## src/rtl/spiking_delay_layer.sv

```systemverilog
// Layer of N leaky integrate-and-fire neurons fed by M delayed spike inputs.
// Ports: clk/reset/enable/step control, spikes, weights, delays, constants; pots, spikes, valid out.
module spiking_delay_layer #(
  parameter int M     = 2,
  parameter int N     = 4,
  parameter int NBITS = 4,
  parameter int DMAX  = 7,
  localparam int DW   = $clog2(DMAX + 1)
) (
  input  logic                   clk,
  input  logic                   reset,
  input  logic                   enable,
  input  logic                   step,
  input  logic                   reset_mode,
  input  logic [M-1:0]           input_spikes,
  input  logic [N*M*NBITS-1:0]   weights,
  input  logic [N*M*DW-1:0]      delay_values,
  input  logic [NBITS-1:0]       threshold,
  input  logic [NBITS-1:0]       decay,
  input  logic [NBITS-1:0]       refractory_period,
  output logic [N*NBITS-1:0]     membrane_potential_out,
  output logic [N-1:0]           output_spikes,
  output logic                   spikes_valid
);

  // Wide enough for a full potential plus M full weights without wrap.
  localparam int AW = NBITS + $clog2(M + 1) + 1;
  localparam logic [AW-1:0] SATV = AW'((1 << NBITS) - 1);

  logic [M-1:0][DMAX-1:0]  hist_q, hist_d;
  logic [N-1:0][NBITS-1:0] pot_q, pot_d;
  logic [N-1:0][NBITS-1:0] ref_q, ref_d;
  logic [N-1:0]            spk_q, spk_d;
  logic                    valid_q, valid_d;

  logic             accept;
  logic [AW-1:0]    acc;
  logic [NBITS-1:0] sat;
  logic [DW-1:0]    dsel;
  logic             dspk;
  int               didx;

  always_comb begin
    accept  = step & enable & ~reset;
    hist_d  = hist_q;
    pot_d   = pot_q;
    ref_d   = ref_q;
    spk_d   = spk_q;
    valid_d = accept;
    acc     = '0;
    sat     = '0;
    dsel    = '0;
    dspk    = 1'b0;
    didx    = 0;
    if (accept) begin
      for (int n = 0; n < N; n++) begin
        if (ref_q[n] != '0) begin
          ref_d[n] = ref_q[n] - 1'b1;
          pot_d[n] = '0;
          spk_d[n] = 1'b0;
        end else begin
          acc = (pot_q[n] > decay) ? AW'(pot_q[n] - decay) : '0;
          for (int m = 0; m < M; m++) begin
            dsel = delay_values[(n*M+m)*DW +: DW];
            // History bit k holds the input from k+1 steps ago.
            if (dsel == '0) begin
              dspk = input_spikes[m];
            end else begin
              didx = (int'(dsel) > DMAX) ? DMAX - 1 : int'(dsel) - 1;
              dspk = hist_q[m][didx];
            end
            if (dspk)
              acc = acc + AW'(weights[(n*M+m)*NBITS +: NBITS]);
          end
          sat = (acc > SATV) ? '1 : acc[NBITS-1:0];
          if (sat >= threshold) begin
            spk_d[n] = 1'b1;
            ref_d[n] = refractory_period;
            pot_d[n] = reset_mode ? sat - threshold : '0;
          end else begin
            spk_d[n] = 1'b0;
            pot_d[n] = sat;
          end
        end
      end
      for (int m = 0; m < M; m++)
        hist_d[m] = DMAX'({hist_q[m], input_spikes[m]});
    end
  end

  always_ff @(posedge clk) begin
    if (reset) begin
      hist_q  <= '0;
      pot_q   <= '0;
      ref_q   <= '0;
      spk_q   <= '0;
      valid_q <= 1'b0;
    end else begin
      hist_q  <= hist_d;
      pot_q   <= pot_d;
      ref_q   <= ref_d;
      spk_q   <= spk_d;
      valid_q <= valid_d;
    end
  end

  assign membrane_potential_out = pot_q;
  assign output_spikes          = spk_q;
  assign spikes_valid           = valid_q;

endmodule

```

## config.mk

```make
export PLATFORM = sky130hd
export DESIGN_NAME = spiking_delay_layer
export DESIGN_NICKNAME = d
export VERILOG_FILES = /design/src/rtl/spiking_delay_layer.sv
export SDC_FILE = /design/constraint.sdc
export NUM_CORES = 1
export LEC_CHECK = 0
export CORE_ASPECT_RATIO = 0.9
export CORE_MARGIN = 2
export CORE_UTILIZATION = 50
export DETAILED_ROUTE_END_ITERATION = 10
export MAX_ROUTING_LAYER = met4
export PLACE_DENSITY = 0.77
export SLEW_MARGIN = 25
export SYNTH_ARGS = -nofsm -noshare
export SYNTH_HDL_FRONTEND = slang
export SYNTH_SLANG_ARGS = --single-unit
```

## constraint.sdc

```tcl
create_clock -name clk -period 6.5 [get_ports clk]
set_input_delay 0.65 -clock clk [delete_from_list [all_inputs] [get_ports clk]]
set_output_delay 0.65 -clock clk [all_outputs]
set_load 0.02 [all_outputs]
```

==> Yosys cells after proc, flatten, opt, wreduce, memory -nomap -nowiden <==
Cells that the tools add are included.
{ "totals": {"wordCells": 191, "input_bits": 75, "output_inout_bits": 21, "reg_bits": 51} }
{ "classes": {"muxes": 108, "bitwise_logic": 3, "reduce_logical": 20, "add_sub_neg": 28, "order_cmp": 20} }
{ "ops": {"columns": ["operator", "count"], "rows": [
  ["$mux W7", 28],
  ["$mux W4", 24],
  ["$add A7 B4 Y7", 8],
  ["$mux W1", 48],
  ["$lt A4 B5 Y1 const B", 8],
  ["$sub A3 B1 Y4 const B", 8],
  ["$gt A7 B4 Y1 const B", 4],
  ["$bmux W1 S3", 8],
  ["$logic_not A3 Y1", 8],
  ["$sub A4 B4 Y5", 4],
  ["$ge A4 B4 Y1", 4],
  ["$gt A4 B4 Y1", 4],
  ["$reduce_bool A4 Y1", 4],
  ["$sub A4 B1 Y4 const B", 4],
  ["$sub A4 B4 Y4", 4],
  ["$reduce_and A2 Y1", 4],
  ["$reduce_bool A2 Y1", 4],
  ["$and A1 B1 Y1", 2],
  ["$not A1 Y1", 1]
]} }

==> Logic depth before layout (Yosys ltp) <==
Gate-level depths: netlist of the first run.
{ "logic_depth": {"depth_word": 20, "depth_mapped": 31, "depth_no_buf": 30} }

==> Worst setup path before layout of the first run <==
OpenSTA, ideal clock, no wires.
{ "synth_path": {"path_kind": "input to register", "start": "input port decay[1]", "end": "register ref_q[12] (netlist bit)", "t_required_ns": 6.405, "t_arrival_ns": 6.056, "setup_ns": 0.095, "setup_slack_ns": 0.349, "path_buffers": 1, "path_stages": 27, "path_cell_list": "inv_1 ha_1 nor2b_1 o21a_1 o21ai_0 a21oi_1 ha_1 fa_1 xor2_1 mux2_1 ha_1 a21o_1 a21oi_1 nor2_1 a32o_1 mux2i_1 nor2_1 ha_1 fa_1 a21bo_2 a21o_1 a21oi_1 and2_1 clkbuf_1 nor3_1 o21ai_0 a221oi_1"} }
{ "synth_via": {"elab_chain_cells": 15, "elab_cells_between_ends": 16, "cone_classes": "3 x add/sub; 3 x order compare; 8 x mux; 2 x reduce/logical"} }
{ "synth_rtl": {"columns": ["item", "line", "rtl"], "rows": [
  ["from (decl)", "19", "input logic [NBITS-1:0] decay,"],
  ["$sub A4 B4 Y5 or $gt A4 B4 Y1 (tied branches)", "62", "acc = (pot_q[n] > decay) ? AW'(pot_q[n] - decay) : '0;"],
  ["$mux W7 (*)", "62", null],
  ["$add A7 B4 Y7", "73", "acc = acc + AW'(weights[(n*M+m)*NBITS +: NBITS]);"],
  ["$mux W7 (*)", "72", "if (dspk)"],
  ["$mux W7 (*)", "57", "if (ref_q[n] != '0) begin"],
  ["$mux W7 (*)", "55", "if (accept) begin"],
  ["$add A7 B4 Y7", "73", null],
  ["$mux W7 (*)", "72", null],
  ["$mux W7 (*)", "57", null],
  ["$mux W7 (*)", "55", null],
  ["$gt A7 B4 Y1", "75", "sat = (acc > SATV) ? '1 : acc[NBITS-1:0];"],
  ["$mux W4 (*)", "75", null],
  ["$ge A4 B4 Y1 (*)", "76", "if (sat >= threshold) begin"],
  ["$reduce_bool A2 Y1 (no source line) (*)", null, null],
  ["$reduce_and A2 Y1 (no source line) (*)", null, null],
  ["to (signal assigned)", "101", "ref_q <= ref_d;"],
  ["to (decl)", "32", "logic [N-1:0][NBITS-1:0] ref_q, ref_d;"]
]} }
Every way passes the cells marked *; elsewhere a longest branch is shown, timed or not. The select of a mux whose other input is x is not followed.
A chain may end at the register's enable or synchronous reset.

==> Worst setup path after layout of the first run <==
{ "layout_path": {"start": "input port decay[2]", "end": "register pot_q, in the netlist membrane_potential_out[1]"} }
{ "layout_via": {"elab_chain_cells": 16, "elab_cells_between_ends": 18, "cone_classes": "4 x add/sub; 3 x order compare; 11 x mux"} }
{ "layout_rtl": {"columns": ["item", "line", "rtl"], "rows": [
  ["$sub A4 B4 Y5 or $gt A4 B4 Y1 (tied branches)", "62", null],
  ["$mux W7 (*)", "62", null],
  ["$add A7 B4 Y7", "73", null],
  ["$mux W7 (*)", "72", null],
  ["$mux W7 (*)", "57", null],
  ["$mux W7 (*)", "55", null],
  ["$add A7 B4 Y7", "73", null],
  ["$mux W7 (*)", "72", null],
  ["$mux W7 (*)", "57", null],
  ["$mux W7 (*)", "55", null],
  ["$gt A7 B4 Y1", "75", null],
  ["$mux W4 (*)", "75", null],
  ["$sub A4 B4 Y4", "79", "pot_d[n] = reset_mode ? sat - threshold : '0;"],
  ["$mux W4", "79", null],
  ["$mux W4 (*)", "76", null],
  ["$mux W4 (*)", "57", null],
  ["to (signal assigned)", "100", "pot_q <= pot_d;"],
  ["to (decl)", "31", "logic [N-1:0][NBITS-1:0] pot_q, pot_d;"]
]} }
Marked as above.

==> results of run 1 <==
==> synth_stat cells, types with 3 or more instances <==
cell / number / area share (%)
clkbuf_1: 11 / 0.62
o21ai_1: 4 / 0.30
a221oi_1: 10 / 1.3
and3b_1: 3 / 0.39
nor2_1: 77 / 4.3
or2_2: 3 / 0.28
o31ai_1: 4 / 0.45
a21o_1: 21 / 2.4
nor4_1: 3 / 0.28
inv_1: 66 / 3.7
and3_1: 5 / 0.47
nor3_1: 14 / 1.1
o22a_1: 3 / 0.39
nand3_1: 10 / 0.75
a21bo_2: 6 / 0.90
or2_1: 8 / 0.75
or3_1: 5 / 0.47
o21ai_0: 27 / 2.0
a311oi_1: 9 / 1.2
ha_1: 88 / 17
o211ai_1: 4 / 0.45
o21a_1: 7 / 0.79
nand3b_1: 8 / 0.90
nor3b_1: 5 / 0.56
dfxtp_1: 51 / 15
mux2_1: 14 / 2.4
mux2_2: 17 / 2.9
nor2b_1: 13 / 1.2
a31oi_1: 8 / 0.75
or4_1: 4 / 0.45
and2_1: 11 / 1.0
o221ai_1: 3 / 0.39
xnor2_1: 4 / 0.52
a211oi_1: 11 / 1.2
a21oi_1: 89 / 6.7
o41ai_1: 4 / 0.52
xor2_1: 19 / 2.5
nand2_1: 83 / 4.7
clkbuf_8: 4 / 0.83
mux2i_1: 21 / 3.2
mux4_2: 9 / 3.0
fa_1: 16 / 4.8
==> power by group through the flow <==
stage,combinational (mW),sequential [mW],clock (mW)
after floorplan,0.544,0.368,0
after global placement,0.882,0.360,0
after detailed placement,0.898,0.361,0
after CTS,0.920,0.354,0.344
after global routing,1.07,0.357,0.358
final,0.971,0.355,0.340
==> registers in the layout, indices dropped and copies added (netlist names) <==
register,count
hist_q,14
membrane_potential_out,16
output_spikes,4
ref_q,16
spikes_valid,1
==> stage by stage <==
stage | hold WS [ns] | TNS (ns) | cells
floorplan | 0.4597 | 0 | 827
global placement | 0.4590 | -3.052 | 1179
detailed placement | 0.4544 | -6.257 | 1179
CTS | 0.4666 | -0.01412 | 1188
global route | 0.5004 | -0.2038 | 1191
finish | 0.4660 | 0 | 1191
==> routing by layer <==
metal | GRT usage [%] | vias to the layer above | part of all wire [%]
met5 | - | - | 0
met2 | 41.55 | 249 | 45
met3 | 3.283 | 41 | 7.1
met4 | 5.348 | 0 | 2.6
met1 | 35.46 | 3156 | 45
li1 | - | 3398 | -
==> worst min-delay path: cells and delay by family (launching register included) <==
| kind | cells | cell delay (ns) |
|---|---|---|
| flops | 1 | 0.32 |
| compound gates | 1 | 0.05 |
| simple gates | 1 | 0.05 |
==> kinds of logic after synthesis <==
| logic type | share of synthesized area (%) |
|---|---|
| xor gates and xnor gates | 3.019 |
| and+or+nand+nor | 19.30 |
| muxes | 11.87 |
| buffers and inverters | 5.625 |
| adders and majority gates | 21.30 |
| AOI/OAI and AO/OA | 23.59 |
| DFF | 15.30 |
==> repair_timing <==
action	CTS	global route
pin swaps	2	13
endpoints found under the setup margin	9	33
setup buffers	1	3
gates cloned	0	0
gates resized for setup	7	48
==> cell type report <==
cell class	instances	area share, %
Multi-Input combinational cell	690	61.30
Timing Repair Buffer	208	20.08
Sequential cell	51	11.40
Inverter	66	2.765
Tap cell	168	2.346
Clock buffer	6	1.438
Clock inverter	2	0.6703
==> final timing paths <==
| path | start | endpoint | slack [ns] | cells past startpoint |
|---|---|---|---|---|
| setup / recovery | decay[2] | membrane_potential_out[1] | 0.17 | 28 |
| hold reg to reg | output_spikes[0] | output_spikes[0] | 0.47 | 2 |
| setup reg to reg | membrane_potential_out[0] | membrane_potential_out[1] | 0.62 | 27 |
| hold / removal | output_spikes[0] | output_spikes[0] | 0.47 | 2 |
==> summary.txt, run 1 <==
Finish
  • Register area: 0.001021 mm^2
  • Fillers: 1,070
  • Most frequent cells in the layout: buf_4, clkdlybuf4s50_1, a21oi_1, ha_1, nand2_1
  • Share of cells above drive strength 1: 21.21%
  • Non-Filler Cell Area, Final: 0.008960 mm^2
  • Final Core Density: 67.81%
  • Layout overhead on the synthesized area: 34.28%
  • Nets: 1,201
  • Diode count: 0
  • Most common cell after layout, fill and taps aside: buf_4
  • Footprint of the multi-input gates: 0.005493 mm^2

Yosys
  • Synth Area per Inst: 8.069 um^2
  • Primary FF master, synth: dfxtp_1
  • Synthesized net count: 1,006
  • Ys Warns: 0
  • Seq/Total Area, Yosys: 15.30%
  • Synthesized cell area: 0.006673 mm^2
  • EDFF count, synth: 0
  • Synth cell types: 78
  • Post-synth ARST share: 0%
  • Synthesized flop and latch total: 51
  • Synthesized instance count: 827

Pwr
  • Worst vdd ir: 0.0001475 V
  • Cell-internal power: 1.050 mW
  • Total Power: 1.665 mW
  • Comb power frac: 58.3%
  • Clk network pwr share: 20.4%
  • Sw Pwr: 615.0 uW
  • Leakage: 4.051 nW
  • Pwr dens: 185.9 mW/mm^2
  • Sequential power share: 21.3%
  • Sw Ratio: 36.93%

Setup path
  • CP arrival: 6.52 ns
  • Worst path bufs/invs: 4
  • Cell family with most CP delay: compound AO/OA/AOI/OAI gates
  • CP max-delay cell: clkdlybuf4s50_1
  • Crit Path Category: input pin to register
  • Worst setup EP type: register
  • Worst path required time: 6.69 ns
  • Top cell by count, worst path: ha_1
  • CP max stage delay: 0.47 ns
  • Worst setup SP type: input pin
  • CP Max Fanout: 4

Routing
  • Antenna-violating nets left: 0
  • Via/cell ratio: 5.746
  • Avg WL per Cell: 15.86 um
  • DRT iter0 DRCs: 485
  • Final wirelength: 18,890 um
  • Iteration count of the initial detailed-routing pass: 5
  • Detailed-route DRC error count: 0
  • Vias: 6,844

Placed design
  • Routability congestion estimate: 0.9202
  • Final HPWL DP: 14,300 um
  • DP Area: 0.008519 mm^2
  • Worst slack at placement: -0.5894 ns
  • Buffers on Ports: 95

Run status
  • Run status: finished clean

STA
  • Tightest Pin Transition: 0.6961 ns
  • Final slew viol count: 0
  • Final setup vio count: 0
  • Final worst path period need: 6.330 ns
  • Maximum clock rate: 0.1580 GHz
  • Final worst path period share: 97.39%
  • Setup Skew: 0.007381 ns
  • PnR worst setup slack: 0.1699 ns
  • Final Hold Fails: 0
  • Max_slew headroom: 53.49%

Die
  • Die W: 125.8 um
  • Ports: 96
  • Core ar.: 0.01321 mm^2
  • Initial core utilization: 50.50%
  • Die ar.: 0.01429 mm^2
  • Site Rows: 40
  • Die Y: 113.6 um

GRT
  • Vias in the first global route: 6,293
  • Global route total overflow: 0
  • Initial antenna violation count: 0
  • First-pass GRT wire length: 29,990 um
  • Largest net degree at the start of global routing: 54
  • Total Routing Usage GR: 25.89%

Clock tree
  • Worst-path clk slew: 0.07 ns
  • Num CTS Buffers: 5
  • Deepest clock path buffer count: 2
  • Clock Latency Late Sink: 0.29 ns
  • CTS H-tree depth: 2
  • Clock Root Buffer: clkbuf_16
  • Clock sink total: 51
  • CTS tree: yes
  • CTS Hold Bufs: 0

Hold path
  • Hold crit path type: register to register

Job
  • Total of max-cap violations: 0
Power figures use the tool's default switching activity.
==> run 2: changes to the inputs <==
--- a/config.mk
+++ b/config.mk
@@ -7,10 +7,9 @@
 export LEC_CHECK = 0
 export CORE_ASPECT_RATIO = 0.9
 export CORE_MARGIN = 2
-export CORE_UTILIZATION = 50
+export CORE_UTILIZATION = 38
 export DETAILED_ROUTE_END_ITERATION = 10
 export MAX_ROUTING_LAYER = met4
-export PLACE_DENSITY = 0.77
 export SLEW_MARGIN = 25
 export SYNTH_ARGS = -nofsm -noshare
 export SYNTH_HDL_FRONTEND = slang
==> constraint.sdc (replaced) <==
create_clock -name clk -period 6.5 [get_ports clk]
set_input_delay 0.975 -clock clk [delete_from_list [all_inputs] [get_ports clk]]
set_output_delay 0.975 -clock clk [all_outputs]
set_load 0.02 [all_outputs]
==> run 2 against run 1 <==
  * Flip-flop and latch count stayed put
  * Setup slack better by 0.067 ns
  * Critical path depth is 2 lower
  * Largest power group unchanged
  * Critical path type unchanged
  * Final cell count is 11% higher
  * Maximum frequency is 1.1% higher
  * Global-route usage is 4.7 points lower
  * Worst hold slack worse by 0.00075 ns
==> summary.txt, run 2 (synthesized netlist as in run 1, its figures left out) <==
Run status
  • Run status: finished clean (unchanged)

Clock tree
  • Deepest clock path buffer count: 2 (unchanged)
  • CTS tree: yes (unchanged)
  • Clock sink total: 51 (unchanged)
  • Clock Root Buffer: clkbuf_16 (unchanged)
  • Clock Latency Late Sink: 0.30 ns (was 0.29 ns)
  • Worst-path clk slew: 0.07 ns (about the same)
  • Num CTS Buffers: 5 (unchanged)
  • CTS H-tree depth: 2 (unchanged)

GRT
  • M3 GR Usage: 1.872% (was 3.283%)
  • GRT met2 Usage: 32.77% (was 41.55%)
  • Vias in the first global route: 6,359 (was 6,293)
  • Largest net degree at the start of global routing: 54 (unchanged)
  • Met1 Usage GRT: 30.42% (was 35.46%)
  • Most Crowded Layer GR: met2 (unchanged)
  • First-pass GRT wire length: 31,230 um (was 29,990 um)
  • Total Routing Usage GR: 21.23% (was 25.89%)
  • Initial antenna violation count: 0 (unchanged)
  • Global route total overflow: 0 (unchanged)

Finish
  • Diode count: 0 (unchanged)
  • Nets: 1,260 (was 1,201)
  • Layout overhead on the synthesized area: 45.38% (was 34.28%)
  • Most frequent cells in the layout: buf_4, clkdlybuf4s50_1, nand2_1, a21oi_1 (was buf_4, clkdlybuf4s50_1, a21oi_1, ha_1, nand2_1)
  • Final cell count without fillers: 1,317 (was 1,191)
  • Share of cells above drive strength 1: 29.76% (was 21.21%)
  • Most common cell after layout, fill and taps aside: buf_4 (unchanged)

Routing
  • Detailed-route DRC error count: 0 (unchanged)
  • DRT iter0 DRCs: 349 (was 485)
  • Iteration count of the initial detailed-routing pass: 5 (unchanged)
  • Final wirelength: 19,580 um (was 18,890 um)
  • Vias: 6,836 (was 6,844)
  • Avg WL per Cell: 14.86 um (was 15.86 um)
  • Antenna-violating nets left: 0 (unchanged)
  • Via/cell ratio: 5.191 (was 5.746)

Die
  • Initial core utilization: 39.11% (was 50.50%)
  • Die W: 143.7 um (was 125.8 um)
  • Die Y: 129.7 um (was 113.6 um)
  • Ports: 96 (unchanged)
  • Die ar.: 0.01864 mm^2 (was 0.01429 mm^2)
  • Site Rows: 45 (was 40)
  • Core ar.: 0.01706 mm^2 (was 0.01321 mm^2)

Hold path
  • Hold Path Depth: 2 (unchanged)
  • Hold Path Sink: output_spikes[3] (was output_spikes[0])
  • Hold crit path type: register to register (unchanged)
  • Hold path start: output_spikes[3] (was output_spikes[0])

Placed design
  • DP Cell Count: 1,292 (was 1,179)
  • Final HPWL DP: 15,140 um (was 14,300 um)
  • Routability congestion estimate: 0.9177 (was 0.9202)
  • Worst slack at placement: -0.8062 ns (was -0.5894 ns)
  • Buffers on Ports: 95 (unchanged)

Setup path
  • Worst setup SP type: input pin (unchanged)
  • R2R cell count: 33 (was 27)
  • Crit Path Category: input pin to register (unchanged)
  • Reg2reg start: membrane_potential_out[0] (unchanged)
  • Worst path required time: 6.71 ns (was 6.69 ns)
  • Top cell by count, worst path: buf_4 (was ha_1)
  • CP arrival: 6.48 ns (was 6.52 ns)
  • CP max-delay cell: clkdlybuf4s50_1 (unchanged)
  • Worst setup EP type: register (unchanged)
  • CP max stage delay: 0.48 ns (was 0.47 ns)
  • CP Max Fanout: 4 (unchanged)
  • Setup slack, reg-to-reg: 0.86 ns (was 0.62 ns)
  • Reg-to-Reg End: membrane_potential_out[1] (unchanged)

STA
  • Setup Skew: 0.003459 ns (was 0.007381 ns)
  • Final slew viol count: 0 (unchanged)
  • Max_slew headroom: 56.38% (was 53.49%)
  • Final Hold Fails: 0 (unchanged)
  • PnR worst setup slack: 0.2366 ns (was 0.1699 ns)
  • Final worst path period need: 6.263 ns (was 6.330 ns)
  • Final setup TNS: 0 ns (unchanged)
  • Final worst path period share: 96.36% (was 97.39%)
  • Maximum clock rate: 0.1597 GHz (was 0.1580 GHz)
  • Tightest Pin Transition: 0.6544 ns (was 0.6961 ns)
  • Final setup vio count: 0 (unchanged)

Pwr
  • Leakage: 4.357 nW (was 4.051 nW)
  • Worst vdd ir: 0.0001156 V (was 0.0001475 V)
  • Total Power: 1.726 mW (was 1.665 mW)
  • Pwr dens: 177.9 mW/mm^2 (was 185.9 mW/mm^2)

Job
  • Total of max-cap violations: 0 (unchanged)
-- run 2: changes by cell type in the layout (fill, tap and decap cells not counted), moves of 5 or more --
cell / before / now
ha_1: 81 / 72
mux2_1: 14 / 9
a21oi_1: 81 / 74
buf_4: 113 / 171
a21oi_2: 8 / 13
ha_4: 5 / 12
mux2_4: 3 / 9
-- run 2: layout make-up --
type                    instances  area, um^2
clock buffers                   6       138.9
clock inverters                 2       16.27
fillers                      1598        7360
inverters                      66       247.7
multi-input cells             690        5742
flip-flops and latches         51        1021
well taps                     235       294.0
repair buffers                267        2241
-- run 2: worst max path at each step --
| stage | from | to | slack [ns] | depth (start not counted) |
|---|---|---|---|---|
| finish | decay[2] | membrane_potential_out[7] | 0.24 | 26 |
| global route | decay[2] | membrane_potential_out[1] | -0.03 | 34 |
| CTS | delay_values[13] | ref_q[11] | 0.01 | 26 |
| detailed placement | decay[1] | membrane_potential_out[1] | -0.81 | 27 |
| global placement | decay[1] | membrane_potential_out[1] | -0.62 | 27 |
| floorplan | decay[1] | ref_q[12] | 0.02 | 27 |
-- run 2: layer usage --
metal	up-vias	wire length, um
li1	3510	-
met1	3169	10040
met2	139	8488
met3	18	793
met4	0	255
met5	-	0
-- run 2: timing repair --
item                       CTS  global route
pin swaps                    9            43
setup buffers               12             5
setup endpoints to repair   32            33
hold buffers                 0             0
resized for setup           42            72
-- run 2: power by group --
part	switching (mW)	internal [mW]
Clock	0.132	0.154
Sequential	0.0225	0.332
Combinational	0.510	0.575
-- run 2: metrics by stage --
step           hold WS (ns)  utilization, %  cell area [um^2]
2_1_floorplan        0.4597               -              6673
3_3_place_gp         0.4581           52.45              8949
3_5_place_dp         0.4534           52.45              8949
4_1_cts              0.4675           54.93              9371
5_1_grt              0.4839           56.86              9701
6_report             0.4653           56.86              9701
-- run 2: critical path: cells and delay by family --
| family | cells | cell delay, ns |
|---|---|---|
| AND/OR/NAND/NOR | 5 | 0.68 |
| adder cells (fa/ha/maj) | 5 | 1.61 |
| buffers and inverters | 5 | 1.01 |
| multiplexers | 1 | 0.30 |
| AO/OA/AOI/OAI | 10 | 1.88 |
==> run 3: changes to the inputs <==
--- a/config.mk
+++ b/config.mk
@@ -5,8 +5,8 @@
 export SDC_FILE = /design/constraint.sdc
 export NUM_CORES = 1
 export LEC_CHECK = 0
+export CAP_MARGIN = 20
 export CORE_ASPECT_RATIO = 0.9
-export CORE_MARGIN = 2
 export CORE_UTILIZATION = 38
 export DETAILED_ROUTE_END_ITERATION = 10
 export MAX_ROUTING_LAYER = met4
==> constraint.sdc (replaced) <==
create_clock -name clk -period 5.6 [get_ports clk]
set_input_delay 0.84 -clock clk [delete_from_list [all_inputs] [get_ports clk]]
set_output_delay 0.84 -clock clk [all_outputs]
set_load 0.02 [all_outputs]
==> run 3 against run 2 <==
  * Critical path type unchanged
  * Largest cell class unchanged
  * First-iteration DRC count down 27%
  * The run now ends with setup timing left
  * Final cell count grew 3.4%
  * Via count increased by 2.2%
==> summary.txt, run 3 (synthesized netlist as in run 1, its figures left out) <==
Run status
  • Run status: finished with violations (was finished clean)
  • Violated checks: setup timing

GRT
  • M3 GR Usage: 3.661% (was 1.872%)
  • GRT met2 Usage: 36.95% (was 32.77%)
  • First-pass GRT wire length: 32,830 um (was 31,230 um)
  • Global route total overflow: 0 (unchanged)
  • Initial antenna violation count: 0 (unchanged)
  • Vias in the first global route: 6,660 (was 6,359)
  • Most Crowded Layer GR: met2 (unchanged)
  • Met1 Usage GRT: 31.41% (was 30.42%)
  • Total Routing Usage GR: 23.19% (was 21.23%)
  • Largest net degree at the start of global routing: 45 (was 54)

STA
  • Final worst path period share: 106.9%
  • Final setup TNS: -8.507 ns (was 0 ns)
  • PnR worst setup slack: -0.3864 ns (was 0.2366 ns)
  • Setup Skew: 0.005750 ns (was 0.003459 ns)
  • Maximum clock rate: 0.1670 GHz
  • Hold Slack: 0.4617 ns (was 0.4653 ns)
  • Max_slew headroom: 50.00% (was 56.38%)
  • Final Hold Fails: 0 (unchanged)
  • Tightest Pin Transition: 0.7483 ns (was 0.6544 ns)
  • Final worst path period need: 5.986 ns
  • Final slew viol count: 0 (unchanged)
  • Final setup vio count: 34 (was 0)
  • RSZ-0062 raised after global routing: yes

Clock tree
  • CTS tree: yes (unchanged)
  • Clock sink total: 51 (unchanged)
  • Num CTS Buffers: 5 (unchanged)
  • Deepest clock path buffer count: 2 (unchanged)
  • CTS H-tree depth: 2 (unchanged)
  • Clock Latency Late Sink: 0.30 ns (about the same)
  • Clock Root Buffer: clkbuf_16 (unchanged)
  • Worst-path clk slew: 0.07 ns (about the same)

Die
  • Ports: 96 (unchanged)
  • Core ar.: 0.01700 mm^2 (was 0.01706 mm^2)
  • Initial core utilization: 39.24% (was 39.11%)
  • Site Rows: 45 (unchanged)
  • Die W: 141.7 um (was 143.7 um)
  • Die ar.: 0.01809 mm^2 (was 0.01864 mm^2)
  • Die Y: 127.7 um (was 129.7 um)

Finish
  • Share of cells above drive strength 1: 41.53% (was 29.76%)
  • Most common cell after layout, fill and taps aside: buf_4 (unchanged)
  • Nets: 1,305 (was 1,260)
  • Most frequent cells in the layout: buf_4, clkdlybuf4s50_1, nand2_1, nor2_1, a21oi_1 (was buf_4, clkdlybuf4s50_1, nand2_1, a21oi_1)
  • Diode count: 0 (unchanged)
  • Layout overhead on the synthesized area: 61.92% (was 45.38%)
  • Final Core Density: 63.54% (was 56.86%)
  • Non-Filler Cell Area, Final: 0.01080 mm^2 (was 0.009701 mm^2)
  • Final cell count without fillers: 1,362 (was 1,317)

Routing
  • Iteration count of the initial detailed-routing pass: 4 (was 5)
  • Antenna-violating nets left: 0 (unchanged)
  • Via/cell ratio: 5.128 (was 5.191)
  • DRT iter0 DRCs: 255 (was 349)
  • Detailed-route DRC error count: 0 (unchanged)
  • Avg WL per Cell: 15.25 um (was 14.86 um)
  • Vias: 6,985 (was 6,836)
  • Final wirelength: 20,760 um (was 19,580 um)

Setup path
  • Reg2reg start: membrane_potential_out[8] (was membrane_potential_out[0])
  • Worst path required time: 5.82 ns (was 6.71 ns)
  • CP arrival: 6.20 ns (was 6.48 ns)
  • Reg-to-Reg End: membrane_potential_out[11] (was membrane_potential_out[1])
  • CP Max Fanout: 5 (was 4)
  • Setup slack, reg-to-reg: 0.11 ns (was 0.86 ns)
  • Worst setup EP type: register (unchanged)
  • Crit Path Category: input pin to register (unchanged)
  • CP max stage delay: 0.43 ns (was 0.48 ns)
  • CP max-delay cell: fa_2 (was clkdlybuf4s50_1)
  • R2R cell count: 26 (was 33)
  • Worst setup SP type: input pin (unchanged)

Placed design
  • DP Cell Count: 1,303 (was 1,292)
  • Worst slack at placement: -1.313 ns (was -0.8062 ns)
  • Buffers on Ports: 95 (unchanged)
  • Final HPWL DP: 15,490 um (was 15,140 um)
  • DP Area: 0.009502 mm^2 (was 0.008949 mm^2)
  • Routability congestion estimate: 0.8560 (was 0.9177)

Pwr
  • Total Power: 2.238 mW (was 1.726 mW)
  • Worst vdd ir: 0.0001391 V (was 0.0001156 V)
  • Leakage: 4.710 nW (was 4.357 nW)
  • Pwr dens: 207.1 mW/mm^2 (was 177.9 mW/mm^2)

Hold path
  • Hold Path Sink: output_spikes[3] (unchanged)
  • Hold Path Depth: 2 (unchanged)
  • Hold crit path type: register to register (unchanged)
  • Hold path start: output_spikes[3] (unchanged)

Job
  • Total of max-cap violations: 0 (unchanged)
-- run 3: cell types whose count changed in the layout (fill, tap and decap cells not counted), sizes merged --
| cell | previous run | this run |
|---|---|---|
| buf | 173 | 221 |
| bufinv | 0 | 1 |
| clkdlybuf4s50 | 90 | 87 |
| clkinv | 1 | 2 |
| dlygate4sd2 | 2 | 1 |
| inv | 66 | 65 |
-- run 3: how the worst max path moves through the flow --
stage	start	endpoint	cells after the start
finish	decay[1]	ref_q[12]	30
global route	decay[1]	membrane_potential_out[5]	28
CTS	decay[1]	membrane_potential_out[7]	26
detailed placement	decay[1]	membrane_potential_out[7]	27
global placement	decay[1]	membrane_potential_out[7]	26
floorplan	decay[1]	membrane_potential_out[1]	27
-- run 3: area by class of cell --
class | instances | area, um^2
inverters | 66 | 271.5
clock inverters | 3 | 43.79
repair buffers | 312 | 2645
well taps | 235 | 294.0
clock buffers | 5 | 125.1
flip-flops and latches | 51 | 1021
fillers | 1488 | 6200
multi-input cells | 690 | 6404
-- run 3: layer usage --
| layer | share of wire (%) | up-vias |
|---|---|---|
| met1 | 49 | 3251 |
| met3 | 3.8 | 14 |
| met5 | 0 | - |
| li1 | - | 3610 |
| met4 | 1.1 | 0 |
| met2 | 46 | 110 |
-- run 3: what timing repair did --
item                                    4_1_cts  5_1_grt
gates resized for setup                      94       91
pin swaps                                   101       91
gates cloned                                  0        0
hold buffers                                  0        0
setup buffers                                36       21
endpoints found under the setup margin       36       36
-- run 3: report_power, final --
part	switching [mW]	leakage [nW]	internal (mW)
sequential	0.0253	0.415	0.386
clock	0.152	0.0838	0.211
combinational	0.682	4.21	0.781
-- run 3: worst max-delay path, delay by kind of cell --
family                   cells  cell delay, ns
adder cells (fa/ha/maj)      6            1.71
AO/OA/AOI/OAI               12            1.93
multiplexers                 2            0.49
buffers and inverters        5            0.53
AND/OR/NAND/NOR              5            0.70
